File: config.mk
export PLATFORM = sky130hd
export DESIGN_NAME = output_drain_writer
export DESIGN_NICKNAME = d
export VERILOG_FILES = /design/src/rtl/output_drain_writer.sv
export SDC_FILE = /design/constraint.sdc
export NUM_CORES = 1
export LEC_CHECK = 0
export ABC_AREA = 1
export BUFFER_PORTS_ARGS = -buffer_cell sky130_fd_sc_hd__buf_2
export CAP_MARGIN = 15
export CORE_ASPECT_RATIO = 0.5
export CORE_UTILIZATION = 53
export DETAILED_ROUTE_END_ITERATION = 16
export HOLD_SLACK_MARGIN = 0.12
export PLACE_DENSITY_LB_ADDON = 0.15
export SLEW_MARGIN = 20
export SYNTH_ARGS = -nofsm -noshare
export SYNTH_HDL_FRONTEND = slang
export SYNTH_SLANG_ARGS = --single-unit
File: constraint.sdc
create_clock -name clk -period 5.8 [get_ports clk]
set_clock_uncertainty 0.2 [all_clocks]
set_input_delay 0.58 -clock clk [delete_from_list [all_inputs] [get_ports clk]]
set_output_delay 0.58 -clock clk [all_outputs]
set_load 0.005 [all_outputs]
File: src/rtl/output_drain_writer.sv
// -----------------------------------------------------------------------------
// output_drain_writer
//
// Purpose:
//   Drains one TILE_DIM x TILE_DIM tile of accumulator results into the output
//   buffer, one element per granted cycle, in row-major order. Element (r,c)
//   is written to base_addr + r*N + c (modulo 2^ADDR_WIDTH). Each accumulator
//   is narrowed to DATA_WIDTH bits on the way out.
//
// Configuration:
//   OUTPUT_DRAIN_SAT_EN  defined   -> signed saturation to DATA_WIDTH bits
//                        undefined -> truncation to the DATA_WIDTH LSBs
//
// Ports:
//   clk        in   sole clock, rising edge
//   rst        in   synchronous, active-high reset
//   start      in   single-cycle request to drain one tile (honoured in IDLE)
//   base_addr  in   buffer address of element (0,0)
//   N          in   row stride in elements (low ADDR_WIDTH bits are used)
//   tile_in    in   packed accumulators, element (r,c) at index r*TILE_DIM+c
//   mem_gnt    in   write grant from the output buffer arbiter
//   mem_cs     out  buffer chip select
//   mem_we     out  buffer write enable
//   mem_addr   out  buffer write address
//   mem_wdata  out  buffer write data
//   busy       out  high whenever not IDLE
//   done       out  one-cycle pulse after the last element is accepted
// -----------------------------------------------------------------------------
module output_drain_writer #(
    parameter int TILE_DIM   = 2,
    parameter int DATA_WIDTH = 16,
    parameter int ADDR_WIDTH = 16
) (
    input  logic                                       clk,
    input  logic                                       rst,
    input  logic                                       start,
    input  logic [ADDR_WIDTH-1:0]                      base_addr,
    input  logic [31:0]                                N,
    input  logic [TILE_DIM*TILE_DIM*2*DATA_WIDTH-1:0]  tile_in,
    input  logic                                       mem_gnt,
    output logic                                       mem_cs,
    output logic                                       mem_we,
    output logic [ADDR_WIDTH-1:0]                      mem_addr,
    output logic [DATA_WIDTH-1:0]                      mem_wdata,
    output logic                                       busy,
    output logic                                       done
);

    localparam int ACC_W    = 2 * DATA_WIDTH;
    localparam int NUM_ELEM = TILE_DIM * TILE_DIM;
    localparam int COL_W    = (TILE_DIM > 1) ? $clog2(TILE_DIM) : 1;
    localparam int IDX_W    = (NUM_ELEM > 1) ? $clog2(NUM_ELEM) : 1;

    localparam logic [COL_W-1:0] LAST_COL = COL_W'(TILE_DIM - 1);
    localparam logic [IDX_W-1:0] LAST_IDX = IDX_W'(NUM_ELEM - 1);

    typedef enum logic [1:0] {
        IDLE  = 2'd0,
        WRITE = 2'd1,
        DONE  = 2'd2
    } state_e;

    state_e                      state_q, state_d;
    logic [NUM_ELEM*ACC_W-1:0]   tile_q, tile_d;
    logic [ADDR_WIDTH-1:0]       stride_q, stride_d;
    // Address of column 0 of the current row; stepping it by the stride at
    // each row change avoids a multiplier in the address path.
    logic [ADDR_WIDTH-1:0]       row_base_q, row_base_d;
    logic [COL_W-1:0]            col_q, col_d;
    logic [IDX_W-1:0]            idx_q, idx_d;

    logic [ACC_W-1:0]            acc;
    logic [DATA_WIDTH-1:0]       conv;
    logic                        writing;

    // Only the low ADDR_WIDTH bits of the stride matter: addresses wrap anyway.
    generate
        if (ADDR_WIDTH < 32) begin : g_stride_hi
            logic unused_stride_hi;
            assign unused_stride_hi = ^N[31:ADDR_WIDTH];
        end
    endgenerate

    // -------------------------------------------------------------------------
    // State register
    // -------------------------------------------------------------------------
    // NOTE: reset is synchronous and also clears the captured tile, so a
    // drain abandoned by reset leaves no stale data behind.
    always_ff @(posedge clk) begin
        if (rst) begin
            state_q    <= IDLE;
            tile_q     <= '0;
            stride_q   <= '0;
            row_base_q <= '0;
            col_q      <= '0;
            idx_q      <= '0;
        end else begin
            state_q    <= state_d;
            tile_q     <= tile_d;
            stride_q   <= stride_d;
            row_base_q <= row_base_d;
            col_q      <= col_d;
            idx_q      <= idx_d;
        end
    end

    // -------------------------------------------------------------------------
    // Next-state logic
    // -------------------------------------------------------------------------
    // NOTE: every _d signal takes its hold value first so no path can leave it
    // unassigned and infer a latch.
    always_comb begin
        state_d    = state_q;
        tile_d     = tile_q;
        stride_d   = stride_q;
        row_base_d = row_base_q;
        col_d      = col_q;
        idx_d      = idx_q;

        unique case (state_q)
            IDLE: begin
                if (start) begin
                    tile_d     = tile_in;
                    stride_d   = N[ADDR_WIDTH-1:0];
                    row_base_d = base_addr;
                    col_d      = '0;
                    idx_d      = '0;
                    state_d    = WRITE;
                end
            end
            WRITE: begin
                // Advance only when the arbiter accepts the current element.
                if (mem_gnt) begin
                    if (idx_q == LAST_IDX) begin
                        state_d = DONE;
                    end else begin
                        idx_d = idx_q + 1'b1;
                        if (col_q == LAST_COL) begin
                            col_d      = '0;
                            row_base_d = row_base_q + stride_q;
                        end else begin
                            col_d = col_q + 1'b1;
                        end
                    end
                end
            end
            DONE: begin
                state_d = IDLE;
            end
            default: begin
                state_d = IDLE;
            end
        endcase
    end

    // -------------------------------------------------------------------------
    // Element select and narrowing
    // -------------------------------------------------------------------------
    assign acc = tile_q[idx_q*ACC_W +: ACC_W];

`ifdef OUTPUT_DRAIN_SAT_EN
    // The value fits in DATA_WIDTH signed bits exactly when the sign bit of
    // the result and every bit above it agree.
    logic [ACC_W-DATA_WIDTH:0] acc_hi;
    assign acc_hi = acc[ACC_W-1:DATA_WIDTH-1];

    always_comb begin
        if ((&acc_hi) || (~|acc_hi)) begin
            conv = acc[DATA_WIDTH-1:0];
        end else if (acc[ACC_W-1]) begin
            conv = {1'b1, {(DATA_WIDTH-1){1'b0}}};
        end else begin
            conv = {1'b0, {(DATA_WIDTH-1){1'b1}}};
        end
    end
`else
    logic unused_acc_hi;
    assign unused_acc_hi = ^acc[ACC_W-1:DATA_WIDTH];
    assign conv          = acc[DATA_WIDTH-1:0];
`endif

    // -------------------------------------------------------------------------
    // Outputs: the bus is driven only in WRITE and is all-zero otherwise.
    // -------------------------------------------------------------------------
    assign writing   = (state_q == WRITE);
    assign mem_cs    = writing;
    assign mem_we    = writing;
    assign mem_addr  = writing ? (row_base_q + ADDR_WIDTH'(col_q)) : '0;
    assign mem_wdata = writing ? conv : '0;
    assign busy      = (state_q != IDLE);
    assign done      = (state_q == DONE);

endmodule
# [Yosys cells after proc, flatten, opt, wreduce, memory -nomap -nowiden]
# Index checks and enable logic that the tools add are counted.
[word_totals] latchBits=0 word_cells=46 ram_bits=0 n_memories=0 mem_bits_ro=0 output_inout_bits=36 input_bits=180 regBits=165
[classes] reduce_logical=7 shifts=1 div=0 mul=0 n_eq_ne=8 magnitude_cmp=0 add_sub_neg=4 n_mux=20 n_bitwise=0
[ops] op="variable part select 128 x 8 -> 16 bit" count=1
[ops] op="two-way mux 16 bit" count=6
[ops] op="case mux 16 bit (2 select lines)" count=1
[ops] op="adder 16 x 1 -> 16 bit" count=1
[ops] op="adder 16 bit" count=1
[ops] op="two-way mux 2 bit" count=6
[ops] op="!= test 2 bit, second input constant" count=4
[ops] op="case mux 2 bit (2 select lines)" count=2
[ops] op="AND reduction 5 bit" count=1
[ops] op="equality test 2 bit, second input constant" count=2
[ops] op="two-way mux 1 bit" count=4
[ops] op="AND reduction 4 bit" count=1
[ops] op="nonzero test 2 bit" count=2
[ops] op="AND reduction 3 bit" count=1
[ops] op="adder 2 x 1 -> 2 bit, second input constant" count=1
[ops] op="equality test 2 x 1 -> 1 bit, second input constant" count=1
[ops] op="zero test 2 bit" count=1
[ops] op="!= test 2 x 1 -> 1 bit, second input constant" count=1
[ops] op="case mux 1 bit (2 select lines)" count=1
[ops] op="AND reduction 2 bit" count=1
[ops] op="adder 1 bit, second input constant" count=1

# [Depth between registers and ports, before layout]
[depth] depth_word=5 ltp_mapped=12 depth_no_buf=12

# [Least setup slack after synthesis]
# OpenSTA, ideal clock, no wires.
[synth_path] path_kind="flip-flop to output port" startpoint="register row_base_q[0]" endpoint="output mem_addr[14]" t_arrival_ns=1.502 path_buffers=0 slack_ns=3.518 stages_incl_launch_ff=10 required_time_ns=5.020 path_cell_list="dfxtp_1 ha_1 ha_1 nand2_1 nor2_1 inv_1 nor3b_1 nand2_1 o21ai_0 a21oi_1"
[synth_via] elab_chain_len=2
[synth_lines] element="from (decl)" line="68" source="logic [ADDR_WIDTH-1:0] row_base_q, row_base_d;"
[synth_lines] element="from (signal assigned)" line="101" source="row_base_q <= row_base_d;"
[synth_lines] element="adder 16 x 1 -> 16 bit" line="188" source="assign mem_addr = writing ? (row_base_q + ADDR_WIDTH'(col_q)) : '0;"
[synth_lines] element="two-way mux 16 bit" line="188"
[synth_lines] element="to (decl)" line="43" source="output logic [ADDR_WIDTH-1:0] mem_addr,"
# Every way passes these cells.

# [Worst setup path after layout]
[layout_path] startpoint="register idx_q[1]" endpoint="output mem_wdata[9]"
[layout_via] elab_chain_len=2
[layout_lines] element="from (decl)" line="70" source="logic [IDX_W-1:0] idx_q, idx_d;"
[layout_lines] element="from (signal assigned)" line="103" source="idx_q <= idx_d;"
[layout_lines] element="variable part select 128 x 8 -> 16 bit" line="159" source="assign acc = tile_q[idx_q*ACC_W +: ACC_W];"
[layout_lines] element="two-way mux 16 bit" line="189" source="assign mem_wdata = writing ? conv : '0;"
[layout_lines] element="to (decl)" line="44" source="output logic [DATA_WIDTH-1:0] mem_wdata,"
# Every way passes these cells.

==> flow_metrics.env <==
export IMPL_rows=25
export IMPL_slew_headroom=0.372
export IMPL_grt_setup_unrepaired="no"
export IMPL_synth_area_per_cell_um2=6.31
export IMPL_timing_final_crit_share=0.585
export IMPL_regToRegSetupSlack_ps=3430
export IMPL_grt_pass1_wl_um=24100
export IMPL_synth_cells=867
export IMPL_ys_ff_latch=101
export IMPL_cts_root_buf="clkbuf_16"
export IMPL_cts_tree="yes"
export IMPL_ys_flop_type="dfxtp_1"
export IMPL_synth_edf_count=0
export IMPL_worstSkewPairLatency_ps=350
export IMPL_hp_class="in2reg"
export IMPL_drv_slew=0
export IMPL_max_cap_viol_count=0
export IMPL_crit_fanout=18
export IMPL_arrival_ps=2610
export IMPL_rr_endpoint="stride_q[15]$_SDFFE_PP0P_"
export IMPL_cp_top_family="buffers and inverters"
export IMPL_synthTopCellsByCount="nor2_1 (267), nand2_1 (145), o21ai_0 (120), dfxtp_1 (101), inv_1 (59)"
export IMPL_outcome="finished, final reports clean"
export IMPL_multiInputGateArea_um2=3030
export IMPL_worst_pin_slew_ps=942
export IMPL_n_fill_cell=944
export IMPL_routabilityCongestion=0.909
export IMPL_hold_depth=3
export IMPL_cellPowerDensity_nw_per_um2=288
export IMPL_leakage_nw=3.23
export IMPL_initial_core_util=0.562
export IMPL_grt_use_total=0.281
export IMPL_clk_pin_slew_ps=80
export IMPL_critical_path_buf_inv_count=2
export IMPL_synth_nets=1066
export IMPL_die_w_um=146
export IMPL_finalHoldViolations=0
export IMPL_postCtsSetupBuffers=0
export IMPL_fin_crit_ps=3390
export IMPL_setup_viol=0
export IMPL_end_kind="output pin"
export IMPL_max_stage_delay_ps=800
export IMPL_synth_area_um2=5470
export IMPL_synth_most_common_cell="nor2_1"
export IMPL_synthToLayoutAreaGrowth_pct=19.0
export IMPL_yosysWarnings=0
export IMPL_peakVddDrop_mv=0.149
export IMPL_cts_repair_resized=0
export IMPL_grt_overflow=0
export IMPL_ys_seq_area_frac=0.370
export IMPL_hold_start="tile_in[6]"
export IMPL_r2r_start="state_q[0]$_SDFFE_PP0P_"
export IMPL_ff_latch_area_um2=2020
export IMPL_ys_types=35
export IMPL_drt_first_pass_iters=5
export IMPL_holdBufCountCts=0
export IMPL_crit_start="idx_q[1]$_SDFFE_PP0P_"
export IMPL_core_um2=9730
export IMPL_dp_hpwl_um=9820
export IMPL_remaining_drc_errors=0
export IMPL_p_total_w=0.00187
export IMPL_yosysTopAreaCell="dfxtp_1"
export IMPL_startpoint_type="register"
export IMPL_antenna_found_initial=1
export IMPL_nets=1173
export IMPL_grt_start_max_net_pins=83
export IMPL_path_cells="clkinv_1, nor2_1, o21ai_0, a21oi_1, buf_2"
export IMPL_io_pins=216
export IMPL_die_h_um=73.8
export IMPL_antenna_cells=0
export IMPL_port_buffers=135
export IMPL_worstPathRequired_ps=5020
export IMPL_synth_top_cell_area_share=0.370
export IMPL_synthTopCellsByArea="dfxtp_1 (37%), nor2_1 (18%), o21ai_0 (11%)"
export IMPL_h_tree_depth=3
export IMPL_final_setup_tns_ps=0
export IMPL_async_flop_share=0
export IMPL_final_layout_size_suffix_gt1_frac=0.171
export IMPL_wirelength_um=14300
export IMPL_cts_sinks=101
export IMPL_r2r_cells=8
export IMPL_cts_inserted_buffers=9
export IMPL_ant_nets=0
export IMPL_fmax_mhz=295
export IMPL_holdPathEnd="tile_q[6]$_SDFFE_PP0P_"
export IMPL_critPathKind="reg2out"
export IMPL_wl_per_cell_um=12.9
export IMPL_cts_buffer_depth=2
export IMPL_cpMaxStageDelayCell="dfxtp_1"
export IMPL_first_iter_violations=368
export IMPL_grt_pass1_vias=5280
export IMPL_viasPerCell=5.22
export IMPL_route_vias_total=5819
export IMPL_die_area_um2=10700
[flip-flops by register name, summed over array words and instances (netlist names)]
register    flops
tile_q         64
row_base_q     16
stride_q       16
idx_q           2
state_q         2
col_q           1
[area by class of cell]
type | count | area share
clock inverter | 7 | 0.0154
multi-input combinational | 658 | 0.466
inverter | 64 | 0.0371
timing repair buffer | 140 | 0.110
tap | 135 | 0.0260
clock buffer | 9 | 0.0346
sequential | 101 | 0.311
[per-stage QoR]
step                 util  std cells  setup WS (ps)  area [um^2]  hold slack (ps)
CTS                 0.668       1114           2470         6500              241
global route        0.668       1114           2180         6500              237
floorplan               -        867           3520         5470              246
finish              0.668       1114           2410         6500              242
global placement    0.635       1098           2830         6180              259
detailed placement  0.635       1098           2890         6180              265
[cells by family after synthesis]
| kind of cell | synth area share |
|---|---|
| AOI/OAI and AO/OA | 0.155 |
| xor gates and xnor gates | 0.0112 |
| adders and majority gates | 0.0449 |
| buffers and inverters | 0.0764 |
| DFF | 0.370 |
| and+or+nand+nor | 0.342 |
[worst min-delay path, cell delays in order]
cell and delay (ps):
buf_2 70, nor2_1 30, nor2_1 80
[worst max-delay path by stage]
stage	endpoint	slack [ps]	cells after the start
after floorplan	mem_addr[14]	3520	9
after global placement	mem_wdata[5]	2830	5
after detailed placement	mem_wdata[9]	2890	5
after CTS	mem_wdata[9]	2470	5
after global routing	mem_wdata[4]	2180	5
final	mem_wdata[9]	2410	5
[layout by cell type, fill, tap and decap left out, types with 2 or more instances in the layout]
cell       Yosys  layout
xnor2_1        6       6
inv_2          3       3
nor2_1       267     267
ha_1          18      18
nor3_1        10      10
clkbuf_16      0       9
clkinv_8       0       2
a21oi_1       34      34
or2_2          2       2
o211ai_1       5       5
buf_2          4     135
nand3_1       25      25
a211oi_1       2       2
nand3b_1       2       2
a31oi_1        2       2
o21ai_0      120     120
nand4_1        7       7
inv_1         59      59
dfxtp_1      101     101
inv_6          0       3
nand2_1      145     145
buf_4          2       5
[routing by layer]
metal,part of all wire,global-route usage
met2,0.47,0.496
met1,0.46,0.351
met5,0.00091,0
met3,0.063,0.0652
met4,0.010,0.0702
[power breakdown]
part	switching, W	internal [W]
clock	0.000295	0.000350
combinational	0.000253	0.000155
sequential	0.0000577	0.000762
No activity file was read; power rests on OpenSTA's default activity.
